File: config.mk
export PLATFORM = sky130hd
export DESIGN_NAME = regfile_mp
export DESIGN_NICKNAME = d
export VERILOG_FILES = /design/src/rtl/regfile_mp.sv
export SDC_FILE = /design/constraint.sdc
export NUM_CORES = 2
export LEC_CHECK = 0
export BUFFER_PORTS_ARGS = -buffer_cell sky130_fd_sc_hd__clkbuf_2
export CAP_MARGIN = 5
export CORE_MARGIN = 1
export CORE_UTILIZATION = 33
export DETAILED_ROUTE_END_ITERATION = 7
export PLACE_DENSITY = 0.43
export SLEW_MARGIN = 30
export SYNTH_ARGS = -nofsm -noshare
export SYNTH_HDL_FRONTEND = slang
export SYNTH_SLANG_ARGS = --single-unit
File: constraint.sdc
create_clock -name clk_i -period 3.7 [get_ports clk_i]
set_input_delay 0.555 -clock clk_i [delete_from_list [all_inputs] [get_ports clk_i]]
set_output_delay 0.555 -clock clk_i [all_outputs]
set_load 0.01 [all_outputs]
File: src/rtl/regfile_mp.sv
// Multi-port integer register file with write-port priority, optional
// same-cycle write-to-read bypass and a per-register pending (scoreboard) bit.
// Register 0 is hardwired to zero and is never pending.
module regfile_mp #(
    parameter int DATA_W    = 32,
    parameter int REG_COUNT = 32,
    parameter int NUM_RD    = 2,
    parameter int NUM_WR    = 1,
    parameter int BYPASS    = 1,
    localparam int ADDR_W   = $clog2(REG_COUNT)
) (
    input  logic                       clk_i,
    input  logic                       rstn_i,
    input  logic [NUM_RD*ADDR_W-1:0]   rd_addr_i,
    output logic [NUM_RD*DATA_W-1:0]   rd_data_o,
    output logic [NUM_RD-1:0]          rd_pending_o,
    input  logic [NUM_WR-1:0]          wr_en_i,
    input  logic [NUM_WR*ADDR_W-1:0]   wr_addr_i,
    input  logic [NUM_WR*DATA_W-1:0]   wr_data_i,
    input  logic                       alloc_en_i,
    input  logic [ADDR_W-1:0]          alloc_addr_i,
    output logic                       any_pending_o
);

    // Entry 0 is reset like the others but never written, so it stays zero
    // and folds away in synthesis.
    logic [DATA_W-1:0]    data_reg [REG_COUNT];
    logic [REG_COUNT-1:0] pend_reg;

    // Per-register decoded write request (winning port data) and alloc request.
    logic [REG_COUNT-1:0] wr_hit;
    logic [DATA_W-1:0]    wr_val [REG_COUNT];
    logic [REG_COUNT-1:0] alloc_hit;

    // Decode write ports per register; later (higher-index) ports override
    // earlier ones, giving the highest-index port priority.
    always_comb begin
        wr_hit    = '0;
        alloc_hit = '0;
        for (int r = 0; r < REG_COUNT; r++) begin
            wr_val[r] = '0;
        end
        for (int r = 1; r < REG_COUNT; r++) begin
            for (int w = 0; w < NUM_WR; w++) begin
                if (wr_en_i[w] && (wr_addr_i[w*ADDR_W +: ADDR_W] == ADDR_W'(r))) begin
                    wr_hit[r] = 1'b1;
                    wr_val[r] = wr_data_i[w*DATA_W +: DATA_W];
                end
            end
            alloc_hit[r] = alloc_en_i && (alloc_addr_i == ADDR_W'(r));
        end
    end

    // State update: writes land data and clear pending; an alloc in the same
    // cycle re-sets pending because the new producer supersedes the old one.
    always_ff @(posedge clk_i or negedge rstn_i) begin
        if (!rstn_i) begin
            for (int r = 0; r < REG_COUNT; r++) begin
                data_reg[r] <= '0;
            end
            pend_reg <= '0;
        end else begin
            for (int r = 0; r < REG_COUNT; r++) begin
                if (wr_hit[r]) begin
                    data_reg[r] <= wr_val[r];
                end
            end
            pend_reg <= alloc_hit | (pend_reg & ~wr_hit);
        end
    end

    // Drain status from registered pending bits only.
    assign any_pending_o = |pend_reg;

    genvar gi;
    generate
        for (gi = 0; gi < NUM_RD; gi++) begin : g_rd
            logic [ADDR_W-1:0] addr;
            logic [DATA_W-1:0] data;
            logic              pend;

            assign addr = rd_addr_i[gi*ADDR_W +: ADDR_W];

            // Combinational read; outputs are forced to zero while in reset so
            // a write presented during reset cannot leak through the bypass.
            always_comb begin
                data = '0;
                pend = 1'b0;
                if (rstn_i && (addr != '0)) begin
                    if ((BYPASS != 0) && wr_hit[addr]) begin
                        data = wr_val[addr];
                        pend = 1'b0;
                    end else begin
                        data = data_reg[addr];
                        pend = pend_reg[addr];
                    end
                end
            end

            assign rd_data_o[gi*DATA_W +: DATA_W] = data;
            assign rd_pending_o[gi]               = pend;
        end
    endgenerate

endmodule

== Yosys cells after proc, flatten, opt, wreduce, memory -nomap -nowiden ==
Cells that the tools add are included.
Widths: inputs -> output; s select.

* Order comparisons: 4
* Equal/unequal tests: 62
* Muxes and demuxes: 90
* Bitwise gates (word level): 5
* Reduce and logical (&&, ||, !) cells: 67

{| class="wikitable"
|+ Operators by type and width
! kind !! number
|-
| $mux 32 || 43
|-
| $bmux 32 s5 || 4
|-
| $eq 5x5->1 const B || 32
|-
| $eq 5x4->1 const B || 16
|-
| $logic_and 1x1->1 || 64
|-
| $eq 5x3->1 const B || 8
|-
| $mux 1 || 39
|-
| $and 32x32->32 || 1
|-
| $not 32->32 || 1
|-
| $or 32x32->32 || 1
|-
| $reduce_or 32->1 || 1
|-
| $bmux 1 s5 || 4
|-
| $eq 5x2->1 const B || 4
|-
| $ge 6x6->1 const B || 2
|-
| $lt 5x6->1 const B || 2
|-
| $not 5->6 || 2
|-
| $eq 5x1->1 const B || 2
|-
| $reduce_bool 5->1 || 2
|}

* Flip-flop bits (word level): 1024
* Logic and storage cells: 260

== Depth between registers and ports, before layout ==
* Word-level depth: 8
* Depth in mapped cells: 11
* Gate-level depth less buffers: 6

== Least setup slack after synthesis ==
Ideal clock, no wire load.

* Path kind: input -> output
* From: in rd_addr_i[1]
* To: out rd_data_o[11]
* Data arrival time: 2.435 ns
* Path slack: 0.710 ns
* Stages on the path: 9
* Buffers on the path: 4
* Cells stage by stage: buf_2 > buf_2 > buf_2 > buf_2 > mux4_2 > mux4_2 > nand2_1 > o21ai_1 > a32o_1

* Word-level cells in the longest chain between the ends: 6
* Elaborated cells on any way between the ends: 13
* Classes of those cells: mux: 10; bitwise: 1; reduce/logical: 2

{| class="wikitable"
|+ RTL lines
! element !! line !! text
|-
| start: declaration || 14 || <nowiki>input logic [NUM_RD*ADDR_W-1:0] rd_addr_i,</nowiki>
|-
| $not 5->6 (not written as such) || 91, 94 ||
|-
| $bmux 32 s5, on equally long branches || 94, 91 ||
|-
| $mux 32, on equally long branches (2 in a row) || 94, 91 ||
|-
| $mux 32 || 90 || <nowiki>if ((BYPASS != 0) && wr_hit[addr]) begin</nowiki>
|-
| $mux 32 * || 89 || <nowiki>if (rstn_i && (addr != '0)) begin</nowiki>
|-
| end: declaration || 15 || <nowiki>output logic [NUM_RD*DATA_W-1:0] rd_data_o,</nowiki>
|}

Every way passes the cells marked *; elsewhere a longest branch is shown, timed or not. The select of a mux whose other input is x is not followed.

== Worst setup path in the final report ==
* From: in rd_addr_i[0]
* To: out rd_data_o[3]

Same word-level chain as after synthesis.

==> run summary <==
min Tclk post-route: 3600 ps
data required time of the critical path: 3140 ps
power density over cell area: 537 nW/um^2
M1 WL: 99400 um
CP max FO: 26
grt total ovfl: 0
startpoint types: primary input
Post-Syn Instances: 3926
XOR/XNOR Fraction of Synth Area: 0.198%
GRT Total Usage: 25.8%
IO Pins: 123
period utilization: 97.3%
total CTS buffers: 131
post-synthesis mux area share: 42.2%
crit end category: output port
#FFs+latches synth: 1023
status: finished clean
Cell variety after synth: 74
Fin. Hold Viols: 0
Vias: 37800
number of global-route vias before repair: 39300
H-tree lvl count: 4
ys flop type: dfrtp_1
Post-Syn Nets: 3982
Fin Hold WS: 196 ps
worst-margin pin slew: 1040 ps
first-pass GRT wire length: 316000 um
Cells after DPL: 6164
Slew HR: 30.8%
Nets: 4139
Post-Place Setup Slack: -254 ps
post-route cell area: 66100 um^2
Worst-path clk slew: 50 ps
met3 routed WL: 10600 um
Async S/R FF share, synth: 100%
I/O Buffers: 122
Residual DRC: 0
Final ANT Viol Nets: 0
synthesized area per cell: 14.3 um^2
max-cap violation count: 0
initial antenna violation count: 9
RSZ-0062 raised after global routing: false
gpl congestion: 0.854
Filler Cells Inserted: 15800
drt pass-1 iters: 5
yosys warns: 0
hpwl dp: 140000 um
wire per inst: 34.6 um
setup violators final: 0
min setup slack post-route: 101 ps
Fmax: 278 MHz
initial drt markers: 2698
area delta synth->final: 17.3%
clk_lat worst skew: 770 ps
Synth Area in Compound Gates: 5.72%
Adder-Cell Fraction of Synth Area: 0%
Worst Path Arrival: 3040 ps
skew final: 0 ps
simple-gate share of the synthesized area: 2.93%
type of the most critical hold path: primary input to flop
register area share after synthesis: 45.4%
Std-Cell Rows: 151
Die Wd: 415 um
Final Util: 39.0%
maximum vdd ir drop: 0.328 mV
met2 WL: 104000 um
Slew Viols, Final: 0
Vias per Instance: 5.91
clock root cell: clkbuf_16
largest net degree at the start of global routing: 165
starting density of the core: 33.2%
max reg flops: 992
Die Y: 415 um
CTS tree: done
Core ar.: 169000 um^2
layout cells sized above 1: 53.2%
Leak Pwr: 28.5 nW
cell area after synthesis: 56300 um^2
die area: 172000 um^2
area of the multi-input gates: 29100 um^2
register area: 25600 um^2
placed cell areas: 61700 um^2
CTS sink count: 1023
CP Class: primary input to output port
EDFF count, synth: 0
CTS max path bufs: 3
largest family of logic cells by synthesized area: multiplexers
Max Used Layer: met5
Finished Layout Cells: 6402
total wire length: 221000 um
## timing repair
item,in CTS,in global routing
setup endpoints to repair,9,10
hold buffers,1,0
gates resized for setup,7,5
buffers inserted,0,2
pin swaps,1,2
hold endpoints to repair,17,0
## placed cells by master (no fill, tap or decap), drive strengths merged, types with 4 or more instances in the layout
| cell | n |
|---|---|
| mux2 | 1066 |
| dfrtp | 1023 |
| mux4 | 447 |
| buf | 333 |
| clkbuf | 314 |
| mux2i | 167 |
| nand2 | 143 |
| a22o | 86 |
| o21ai | 66 |
| a22oi | 62 |
| a211oi | 57 |
| nor2 | 57 |
| a21oi | 47 |
| a221oi | 32 |
| nand3 | 22 |
| nor2b | 22 |
| nor3 | 21 |
| inv | 20 |
| a311oi | 18 |
| nor4 | 16 |
| o22ai | 14 |
| clkinv | 14 |
| and3 | 12 |
| nand2b | 12 |
| a2111oi | 8 |
| xor2 | 8 |
| diode | 6 |
| o221ai | 6 |
| nor3b | 5 |
| nand3b | 5 |
| a32o | 5 |
| a31oi | 5 |
| o31ai | 5 |
| or2 | 5 |
| and2 | 4 |
| o41ai | 4 |
## per-stage QoR
stage	power, W	setup TNS, ps
after floorplan	0.0200	0
after global placement	0.0226	-764
after detailed placement	0.0227	-626
after CTS	0.0358	-63.9
after global routing	0.0371	0
final	0.0355	0
## cell families (layout without fill, tap and decap cells)
logic type	count (synthesis)	count (layout)
AO/OA/AOI/OAI	434	434
XOR/XNOR	11	11
buffers and inverters	436	688
flip-flops	1023	1023
multiplexers	1680	1680
other	0	6
AND/OR/NAND/NOR	342	342
## worst max-delay path, cell delays in order
cell      delay (ps)
buf_8            310
buf_12           280
mux4_2           530
mux4_2           480
nand2_1           80
nand2_1          210
a22o_1           370
clkbuf_2         170
## routing by layer
layer,up-vias,global-route usage [%]
met1,20800,35.8
met4,2,9.12
met5,-,0
met3,321,3.89
met2,1071,40.9
li1,15600,-
## cell type report
class	count	area share, %
clock inverter	26	0.441
inverter	14	0.0871
sequential	1023	38.7
clock buffer	202	6.08
antenna	6	0.0227
timing repair buffer	446	6.42
tap	2218	4.20
multi-input combinational	2467	44.0
## synth_stat cells (36+ instances only)
cell type,count,area [um^2]
mux2i_1,167,1670
mux4_2,447,10100
buf_4,36,270
o21ai_0,65,325
a22oi_1,62,465
a21oi_1,46,230
nor2_1,55,206
clkbuf_1,215,807
a211oi_1,56,420
buf_2,145,726
a22o_1,86,753
dfrtp_1,1023,25600
mux2_2,1066,12000
nand2_1,143,537
## report_power, final
part | internal, W | total (W) | switching, W
logic | 0.00438 | 0.00753 | 0.00315
registers | 0.0134 | 0.0150 | 0.00161
clock network | 0.00768 | 0.0129 | 0.00524
## path summary, 6_finish.rpt
| check | startpoint | slack [ps] | endpoint | cells after the start |
|---|---|---|---|---|
| max in group asynchronous | rstn_i | 1220 | data_reg[217]$_DFFE_PN0N_ | 5 |
| setup / recovery | rd_addr_i[0] | 100 | rd_data_o[3] | 8 |
| hold reg to reg | data_reg[879]$_DFFE_PN0N_ | 500 | data_reg[879]$_DFFE_PN0N_ | 2 |
| min in group asynchronous | rstn_i | 390 | data_reg[338]$_DFFE_PN0N_ | 2 |
| hold / removal | wr_data_i[30] | 200 | data_reg[446]$_DFFE_PN0N_ | 2 |
| setup reg to reg | data_reg[427]$_DFFE_PN0N_ | 2890 | data_reg[427]$_DFFE_PN0N_ | 1 |
Power figures use the tool's default switching activity.
